**src/rtl/mips_arb_pkg.sv**
```systemverilog
// Shared types and constants for the MIPS_32 unified-memory arbiter.
// Optional grant counters are built when ARB_PERF_EN is defined.
package mips_arb_pkg;

   typedef enum logic [1:0] {OWN_NONE, OWN_IF, OWN_MEM, OWN_DBG} owner_t;
   typedef enum logic [1:0] {S_ARB, S_LOCK, S_REL} state_t;

   localparam int PERF_W = 16;

endpackage

```
**src/rtl/mips_arb_perf_ctr.sv**
```systemverilog
// Saturating event counter with a synchronous clear that takes priority over counting.
// Instantiated by mips_mem_arbiter only when ARB_PERF_EN is defined.
module mips_arb_perf_ctr
   import mips_arb_pkg::*;
(
   input  logic              clk1,
   input  logic              rst,
   input  logic              clr_i,
   input  logic              inc_i,
   output logic [PERF_W-1:0] cnt_o
);

   logic [PERF_W-1:0] cnt_q;
   logic [PERF_W-1:0] cnt_d;

   always_comb begin
      cnt_d = cnt_q;
      if (clr_i) begin
         cnt_d = '0;
      end else if (inc_i && (cnt_q != {PERF_W{1'b1}})) begin
         cnt_d = cnt_q + 1'b1;
      end
   end

   always_ff @(posedge clk1 or posedge rst) begin
      if (rst) begin
         cnt_q <= '0;
      end else begin
         cnt_q <= cnt_d;
      end
   end

   assign cnt_o = cnt_q;

endmodule

```
**src/rtl/mips_mem_arbiter.sv**
```systemverilog
// Single-port arbiter sharing one synchronous-read memory between IF, MEM and a debug loader.
// Define ARB_PERF_EN to add perf_clr and three saturating grant counters.
module mips_mem_arbiter
   import mips_arb_pkg::*;
#(
   parameter int ADDR_W     = 10,
   parameter int DATA_W     = 32,
   parameter int STARVE_LIM = 4,
   parameter int MAX_LOCK   = 8
)
(
   input  logic              clk1,
   input  logic              rst,
   input  logic              if_req,
   input  logic [ADDR_W-1:0] if_addr,
   output logic              if_gnt,
   output logic              if_stall,
   output logic              if_rvalid,
   input  logic              mem_req,
   input  logic              mem_we,
   input  logic [ADDR_W-1:0] mem_addr,
   input  logic [DATA_W-1:0] mem_wdata,
   output logic              mem_gnt,
   output logic              mem_stall,
   output logic              mem_rvalid,
   input  logic              dbg_req,
   input  logic              dbg_we,
   input  logic              dbg_lock,
   input  logic [ADDR_W-1:0] dbg_addr,
   input  logic [DATA_W-1:0] dbg_wdata,
   output logic              dbg_gnt,
   output logic              dbg_rvalid,
   output logic              lock_err,
   output logic [DATA_W-1:0] rdata,
   output logic              ram_en,
   output logic              ram_we,
   output logic [ADDR_W-1:0] ram_addr,
   output logic [DATA_W-1:0] ram_wdata,
   input  logic [DATA_W-1:0] ram_rdata,
   output logic [1:0]        arb_state
`ifdef ARB_PERF_EN
   ,
   input  logic              perf_clr,
   output logic [PERF_W-1:0] perf_if_cnt,
   output logic [PERF_W-1:0] perf_mem_cnt,
   output logic [PERF_W-1:0] perf_dbg_cnt
`endif
);

   localparam int SW = $clog2(STARVE_LIM + 1);
   localparam int LW = $clog2(MAX_LOCK + 1);

   state_t        state_q, state_d;
   owner_t        owner_q, owner_d;
   logic [SW-1:0] starve_cnt_q, starve_cnt_d;
   logic [LW-1:0] lock_cnt_q, lock_cnt_d;

   // Handshake: a requester holds *_req and its operands until *_gnt is high in the
   // same cycle; read data follows one cycle later on rdata, qualified by its *_rvalid.
   always_comb begin
      if_gnt  = 1'b0;
      mem_gnt = 1'b0;
      dbg_gnt = 1'b0;
      if (!rst) begin
         case (state_q)
            S_ARB: begin
               if (dbg_req && (starve_cnt_q == SW'(STARVE_LIM))) dbg_gnt = 1'b1;
               else if (mem_req)                                  mem_gnt = 1'b1;
               else if (if_req)                                   if_gnt  = 1'b1;
               else if (dbg_req)                                  dbg_gnt = 1'b1;
            end
            S_LOCK: dbg_gnt = dbg_req;
            S_REL: begin
               if (mem_req)     mem_gnt = 1'b1;
               else if (if_req) if_gnt  = 1'b1;
            end
            default: ;
         endcase
      end
   end

   // Lock owner keeps the port through the MAX_LOCK-th locked cycle, then is evicted.
   always_comb begin
      state_d    = state_q;
      lock_cnt_d = lock_cnt_q;
      lock_err   = 1'b0;
      case (state_q)
         S_ARB: begin
            if (dbg_gnt && dbg_lock) begin
               state_d    = S_LOCK;
               lock_cnt_d = LW'(1);
            end
         end
         S_LOCK: begin
            if (!dbg_lock) begin
               state_d = S_REL;
            end else if (lock_cnt_q == LW'(MAX_LOCK)) begin
               lock_err = 1'b1;
               state_d  = S_REL;
            end else begin
               lock_cnt_d = lock_cnt_q + 1'b1;
            end
         end
         S_REL: begin
            state_d    = S_ARB;
            lock_cnt_d = '0;
         end
         default: begin
            state_d    = S_ARB;
            lock_cnt_d = '0;
         end
      endcase
   end

   always_comb begin
      starve_cnt_d = starve_cnt_q;
      if (dbg_gnt || !dbg_req) begin
         starve_cnt_d = '0;
      end else if (starve_cnt_q != SW'(STARVE_LIM)) begin
         starve_cnt_d = starve_cnt_q + 1'b1;
      end
   end

   always_comb begin
      owner_d   = OWN_NONE;
      ram_we    = 1'b0;
      ram_addr  = mem_addr;
      ram_wdata = mem_wdata;
      if (if_gnt) begin
         owner_d  = OWN_IF;
         ram_addr = if_addr;
      end else if (mem_gnt) begin
         owner_d = mem_we ? OWN_NONE : OWN_MEM;
         ram_we  = mem_we;
      end else if (dbg_gnt) begin
         owner_d   = dbg_we ? OWN_NONE : OWN_DBG;
         ram_we    = dbg_we;
         ram_addr  = dbg_addr;
         ram_wdata = dbg_wdata;
      end
   end

   always_ff @(posedge clk1 or posedge rst) begin
      if (rst) begin
         state_q      <= S_ARB;
         owner_q      <= OWN_NONE;
         starve_cnt_q <= '0;
         lock_cnt_q   <= '0;
      end else begin
         state_q      <= state_d;
         owner_q      <= owner_d;
         starve_cnt_q <= starve_cnt_d;
         lock_cnt_q   <= lock_cnt_d;
      end
   end

   assign ram_en     = if_gnt | mem_gnt | dbg_gnt;
   assign if_stall   = if_req & ~if_gnt;
   assign mem_stall  = mem_req & ~mem_gnt;
   assign if_rvalid  = (owner_q == OWN_IF);
   assign mem_rvalid = (owner_q == OWN_MEM);
   assign dbg_rvalid = (owner_q == OWN_DBG);
   assign rdata      = ram_rdata;
   assign arb_state  = state_q;

`ifdef ARB_PERF_EN
   mips_arb_perf_ctr u_perf_if  (.clk1(clk1), .rst(rst), .clr_i(perf_clr), .inc_i(if_gnt),  .cnt_o(perf_if_cnt));
   mips_arb_perf_ctr u_perf_mem (.clk1(clk1), .rst(rst), .clr_i(perf_clr), .inc_i(mem_gnt), .cnt_o(perf_mem_cnt));
   mips_arb_perf_ctr u_perf_dbg (.clk1(clk1), .rst(rst), .clr_i(perf_clr), .inc_i(dbg_gnt), .cnt_o(perf_dbg_cnt));
`endif

endmodule

```
**config.mk**
```make
export PLATFORM = sky130hd
export DESIGN_NAME = mips_mem_arbiter
export DESIGN_NICKNAME = d
export VERILOG_FILES = /design/src/rtl/mips_arb_pkg.sv /design/src/rtl/mips_arb_perf_ctr.sv /design/src/rtl/mips_mem_arbiter.sv
export SDC_FILE = /design/constraint.sdc
export NUM_CORES = 1
export LEC_CHECK = 0
export CORE_AREA = 2 2 85 87
export CTS_CLUSTER_DIAMETER = 50
export CTS_CLUSTER_SIZE = 10
export DETAILED_ROUTE_END_ITERATION = 12
export DIE_AREA = 0 0 87 89
export GPL_TIMING_DRIVEN = 0
export PLACE_DENSITY = 0.77
export SLEW_MARGIN = 25
export SYNTH_ARGS = -nofsm -noshare
export SYNTH_HDL_FRONTEND = slang
export SYNTH_SLANG_ARGS = --single-unit
```
**constraint.sdc**
```tcl
create_clock -name clk1 -period 3 [get_ports clk1]
set_input_delay 0.6 -clock clk1 [delete_from_list [all_inputs] [get_ports clk1]]
set_output_delay 0.6 -clock clk1 [all_outputs]
set_load 0.02 [all_outputs]
```
==> metrics.yaml, run 1 <==
core-area_sq_mm: 0.00672
status: "completed"
slew_viol_final: 0
skew_ns: 0.000760
cp.required_ns: 2.40
rows: 30
synth_common_cells: "nand2_1 (123), buf_4 (34), nor2_1 (15)"
drive_gt1_frac: 0.193
final-setup-viol-count: 0
cp-end-kind: "output port"
synth.most_common_cell: "nand2_1"
startpoint_type: "input port"
synthToLayoutAreaGrowth_pct: 130
dp_hpwl_mm: 6.34
drt-wirelength-per-cell_um: 14.4
synth_cells: 255
grt_max_degree: 13
synthTopCellsByArea: "nand2_1 (30%), dfrtp_1 (18%), buf_4 (17%)"
relSlewSlack: 0.697
synthFlopType: "dfrtp_1"
dp_slack_ns: -0.448
instances_no_fill: 530
drt_iter0_markers: 49
synth_cell_types: 35
cts_tree: "yes"
postLayoutCellArea_sq_mm: 0.00355
ff_latch_area_sq_um: 275
ys_seq_area_frac: 0.178
viasPerCell: 4.40
setup_tns_ns: 0
synth_top_area_frac: 0.299
routed_wl_mm: 7.65
ys_ff_latch: 11
cts_root_buf: "clkbuf_8"
ir_worst_vdd_mv: 0.205
path_max_fanout: 10
p_per_area_mw_per_mm2: 250
postRouteAntennaNets: 0
critPathKind: "input port to output port"
max_stage_delay_ns: 0.55
overflow: 0
cts_htree_levels: 1
power.leakage_nw: 1.76
fmax_mhz: 342
tightest_slew_ns: 0.454
r2r_slack_ns: 1.32
drv_cap: 0
fin_ws_ns: 0.0778
rsz0062_at_grt: "false"
crit_slowest_cell: "clkdlybuf4s50_1"
hp-class: "register to register"
grt_pass1_wl_mm: 10.7
io_buffers: 188
die_w_um: 87
clockBufferDepth: 2
clk_pin_slew_worst_paths_ns: 0.05
synth-async-reset-ratio: 1.00
hold_viol: 0
drt-pass1-iter-count: 4
synth_edf_count: 0
fillers: 660
dpl_cell_area_sq_mm: 0.00353
yosys.area.top_type: "nand2_1"
grt_antenna_before_repair: 0
initial_core_util: 0.230
syn_nets: 393
fin_crit_ns: 2.92
fp.dieH_um: 89
grt_usage: 0.172
nets: 589
via_count: 2333
route.detailed.drc: 0
ctsHoldBuffers: 0
clk_latency_ns: 0.24
gp_congestion: 0.888
synth_area_per_cell_sq_um: 6.06
placedCellCount: 523
grt_pass1_vias: 2219
io_pins: 221
arrival_ns: 2.32
diodes: 0
path_cells: "clkdlybuf4s50_1 > nor3b_2 > o21ai_2 > buf_4 > inv_4 > buf_4 > nand2_1 > nand2_1 > dlygate4sd2_1"
syn_area_sq_mm: 0.00155
multiInputGateArea_sq_um: 951
fin_hold_ws_ns: 0.488
cts_buffers: 3
yosysWarnings: 0
clock-sinks: 11
final.period_utilization: 0.974
die-area_sq_mm: 0.00774
[where the power goes]
group          leakage, nW  internal, W  switching, W
registers            0.145     0.000162     0.0000155
logic                 1.59     0.000302      0.000259
clock network       0.0228    0.0000933     0.0000554
[per-stage QoR]
step	util	total power (W)
6_report	0.528	0.000888
5_1_grt	0.528	0.000940
4_1_cts	0.534	0.000899
3_5_place_dp	0.525	0.000771
3_3_place_gp	0.525	0.000760
2_1_floorplan	-	0.000441
[kinds of logic after synthesis]
logic type      after synthesis  synth area share
flops                        11             0.178
compound gates               27             0.127
mux                           2            0.0162
buf+inv                      52             0.220
xor+xnor                      1           0.00567
fa+ha+maj                     4            0.0324
simple gates                158             0.420
[path summary, 6_finish.rpt]
| path | startpoint | to | depth (start not counted) |
|---|---|---|---|
| worst max register to register | starve_cnt_q[0] | owner_q[0] | 7 |
| worst max-delay path | dbg_req | ram_wdata[25] | 9 |
| worst min-delay path | lock_cnt_q[3] | lock_cnt_q[3] | 1 |
| max in group asynchronous | rst | starve_cnt_q[0] | 2 |
| min in group asynchronous | rst | lock_cnt_q[2] | 2 |
| worst min register to register | lock_cnt_q[3] | lock_cnt_q[3] | 1 |
[timing repair]
action / 4_1_cts / 5_1_grt
gates cloned: 0 / 0
setup buffers: 2 / 1
pin swaps: 1 / 1
gates resized for setup: 80 / 61
endpoints found under the setup margin: 48 / 41
[registers in the layout, summed over array words and instances, names as in the netlist]
register      cells
lock_cnt_q        4
arb_state         2
starve_cnt_q      3
owner_q           2
[metal layers]
| metal | track usage | up-vias | part of all wire |
|---|---|---|---|
| met2 | 0.341 | 104 | 0.54 |
| met5 | 0 | - | 0 |
| met1 | 0.191 | 1047 | 0.36 |
| met3 | 0.0249 | 11 | 0.081 |
| li1 | - | 1171 | - |
| met4 | 0.0455 | 0 | 0.018 |
[worst max-delay path: cells and delay by family]
| family | cells | cell delay, ns |
|---|---|---|
| buf+inv | 5 | 1.31 |
| simple gates | 3 | 0.32 |
| compound gates | 1 | 0.09 |
[cell usage in the layout, fill, tap and decap left out, drive strengths merged, types with 7 or more instances in the layout]
| master | Yosys | layout |
|---|---|---|
| clkbuf | 0 | 22 |
| nor2 | 16 | 16 |
| o21ai | 7 | 7 |
| clkdlybuf4s15 | 0 | 16 |
| clkdlybuf4s50 | 0 | 139 |
| a31oi | 10 | 10 |
| dfrtp | 11 | 11 |
| buf | 43 | 50 |
| nand2 | 123 | 123 |
| inv | 9 | 9 |
[final cells by class]
class,instances,area share
timing repair buffer,191,0.510
inverter,9,0.0102
multi-input combinational,192,0.268
clock buffer,4,0.0127
tap,80,0.0282
sequential,11,0.0776
buffer,43,0.0931
(Power assumes the default switching activity.)
==> run 2, diff against run 1 <==
--- a/config.mk
+++ b/config.mk
@@ -5,9 +5,10 @@
 export SDC_FILE = /design/constraint.sdc
 export NUM_CORES = 1
 export LEC_CHECK = 0
+export CAP_MARGIN = 20
 export CORE_AREA = 2 2 85 87
 export CTS_CLUSTER_DIAMETER = 50
-export CTS_CLUSTER_SIZE = 10
+export CTS_CLUSTER_SIZE = 28
 export DETAILED_ROUTE_END_ITERATION = 12
 export DIE_AREA = 0 0 87 89
 export GPL_TIMING_DRIVEN = 0
==> results of run 2 <==
Final layout, timing and power as in run 1 (identical DEF).
==> run 3, diff against run 2 <==
--- a/config.mk
+++ b/config.mk
@@ -5,14 +5,15 @@
 export SDC_FILE = /design/constraint.sdc
 export NUM_CORES = 1
 export LEC_CHECK = 0
+export ABC_CLOCK_PERIOD_IN_PS = 3200
 export CAP_MARGIN = 20
-export CORE_AREA = 2 2 85 87
+export CORE_AREA = 2 2 86 88
 export CTS_CLUSTER_DIAMETER = 50
 export CTS_CLUSTER_SIZE = 28
 export DETAILED_ROUTE_END_ITERATION = 12
-export DIE_AREA = 0 0 87 89
+export DIE_AREA = 0 0 88 90
 export GPL_TIMING_DRIVEN = 0
-export PLACE_DENSITY = 0.77
+export PLACE_DENSITY = 0.76
 export SLEW_MARGIN = 25
 export SYNTH_ARGS = -nofsm -noshare
 export SYNTH_HDL_FRONTEND = slang
==> constraint.sdc (replaced) <==
create_clock -name clk1 -period 3.2 [get_ports clk1]
set_input_delay 0.64 -clock clk1 [delete_from_list [all_inputs] [get_ports clk1]]
set_output_delay 0.64 -clock clk1 [all_outputs]
set_load 0.02 [all_outputs]
==> metrics.yaml, run 3 (synthesized netlist as in run 1, its figures left out) <==
status: "completed"  # unchanged
cts_htree_levels: 1  # unchanged
ctsHoldBuffers: 0  # unchanged
rows: 31  # was 30
via_count: 2269  # was 2333
die-area_sq_mm: 0.00792  # was 0.00774 sq mm
path_max_fanout: 10  # unchanged
cp.required_ns: 2.56  # was 2.40 ns
postRouteAntennaNets: 0  # unchanged
final.period_utilization: 0.966
grt_max_degree: 13  # unchanged
pwr-share-clk: 0.167  # about the same
dp_hpwl_mm: 6.22  # was 6.34 mm
synthToLayoutAreaGrowth_pct: 131  # was 130%
arrival_ns: 2.45  # was 2.32 ns
fp.dieH_um: 90  # was 89 um
mostFrequentLayoutCell: "clkdlybuf4s50_1"  # unchanged
dp_slack_ns: -0.289  # was -0.448 ns
power.leakage_nw: 1.71  # was 1.76 nW
clockBufferDepth: 2  # unchanged
seq_power_share: 0.202  # was 0.200
die_w_um: 88  # was 87 um
skew_ns: 0.00312  # was 0.000760 ns
gp_congestion: 0.880  # was 0.888
tightest_slew_ns: 0.491  # was 0.454 ns
route.detailed.drc: 0  # unchanged
drt_iter0_markers: 35  # was 49
hold_viol: 0  # unchanged
fin_hold_ws_ns: 0.494  # was 0.488 ns
cp-end-kind: "output port"  # unchanged
drv_cap: 0  # unchanged
clk_pin_slew_worst_paths_ns: 0.05  # about the same
largest_reg_flops: 4  # unchanged
cts_root_buf: "clkbuf_8"  # unchanged
grt_antenna_before_repair: 0  # unchanged
clock-sinks: 11  # unchanged
cts_buffers: 3  # unchanged
slew_viol_final: 0  # unchanged
fin_crit_ns: 3.09
clk_latency_ns: 0.23  # was 0.24 ns
p_per_area_mw_per_mm2: 231  # was 250 mW/mm^2
overflow: 0  # unchanged
io_pins: 221  # unchanged
routed_wl_mm: 7.40  # was 7.65 mm
drt-pass1-iter-count: 4  # unchanged
grt_usage: 0.172  # about the same
layout_common_cells: "clkdlybuf4s50_1 (143), nand2_1 (123), buf_4 (36)"  # was clkdlybuf4s50_1 (139), nand2_1 (123), buf_4 (42)
p_sw_w: 0.000305  # was 0.000330 W
critPathKind: "input port to output port"  # unchanged
p_int_w: 0.000521  # was 0.000558 W
total_power_w: 0.000826  # was 0.000888 W
largest_registers: "lock_cnt_q x4, starve_cnt_q x3"  # unchanged
setup_tns_ns: 0  # unchanged
regMostFlops: "lock_cnt_q"  # unchanged
grt_pass1_vias: 2147  # was 2219
initial_core_util: 0.220  # was 0.230
pwr-share-comb: 0.631  # was 0.632
cts_tree: "yes"  # unchanged
diodes: 0  # unchanged
hp-class: "register to register"  # unchanged
post_cts_buffers: 0  # was 2
drive_gt1_frac: 0.141  # was 0.193
ir_worst_vdd_mv: 0.254  # was 0.205 mV
final-setup-viol-count: 0  # unchanged
fin_ws_ns: 0.109  # was 0.0778 ns
relSlewSlack: 0.673  # was 0.697
fmax_mhz: 324
nets: 586  # was 589
io_buffers: 188  # unchanged
rsz0062_at_grt: "true"  # was false
startpoint_type: "input port"  # unchanged
core-area_sq_mm: 0.00702  # was 0.00672 sq mm
swShare: 0.369  # was 0.372
grt_pass1_wl_mm: 11.1  # was 10.7 mm
viasPerCell: 4.16  # was 4.40
drt-wirelength-per-cell_um: 13.5  # was 14.4 um
run 3: cell types whose count changed in the layout (fill, tap and decap cells not counted), sizes merged:
cell and delta:
clkdlybuf4s50 +4, dlygate4sd2 +18, buf -9, dlymetal6s2s -4, clkbuf -10, clkdlybuf4s15 -2
run 3: timing repair:
| action | 4_1_cts | 5_1_grt |
|---|---|---|
| resized for setup | 49 | 33 |
| endpoints found under the hold margin | 0 | 0 |
| endpoints found under the setup margin | 46 | 27 |
run 3: worst max-delay path, stage by stage:
cell             delay (ns)
clkdlybuf4s50_1        0.50
o2bb2ai_2              0.25
o21ai_2                0.12
inv_4                  0.14
buf_4                  0.19
clkdlybuf4s50_1        0.61
run 3: final cells by class:
| type | count | area [sq um] |
|---|---|---|
| Tap cell | 99 | 124 |
| Fill cell | 683 | 3450 |
| Buffer | 43 | 323 |
| Sequential cell | 11 | 275 |
| Multi-Input combinational cell | 192 | 938 |
| Timing Repair Buffer | 188 | 1830 |
| Clock buffer | 4 | 45.0 |
| Inverter | 9 | 36.3 |
run 3: path summary, 6_finish.rpt:
check                                 from              end  slack (ns)  cells after the start
setup reg to reg           starve_cnt_q[0]       owner_q[0]        1.51                      6
hold reg to reg              lock_cnt_q[3]    lock_cnt_q[3]        0.49                      1
max in group asynchronous              rst  starve_cnt_q[2]        2.02                      2
hold / removal               lock_cnt_q[3]    lock_cnt_q[3]        0.49                      1
min in group asynchronous              rst       owner_q[0]        0.85                      2
setup / recovery                    if_req          dbg_gnt        0.11                      6
run 3: per-layer routing:
metal | vias to the layer above | GRT usage | wire length [um]
met5 | - | 0 | 0
met4 | 0 | 0.0231 | 117
met3 | 10 | 0.0321 | 580
met2 | 96 | 0.314 | 3660
met1 | 1000 | 0.209 | 3040
li1 | 1163 | - | -
run 3: power groups by stage:
stage               combinational (W)  clock, W  sequential, W
finish                       0.000521  0.000138       0.000167
global route                 0.000559  0.000150       0.000169
CTS                          0.000523  0.000139       0.000167
detailed placement           0.000553         0       0.000168
global placement             0.000548         0       0.000167
floorplan                    0.000248         0       0.000166
run 3: metrics by stage:
| stage | cell area (sq um) | util | cells |
|---|---|---|---|
| after floorplan | 1550 | - | 255 |
| after global placement | 3550 | 0.506 | 542 |
| after detailed placement | 3550 | 0.506 | 542 |
| after CTS | 3560 | 0.507 | 546 |
| after global routing | 3570 | 0.508 | 546 |
| final | 3570 | 0.508 | 546 |
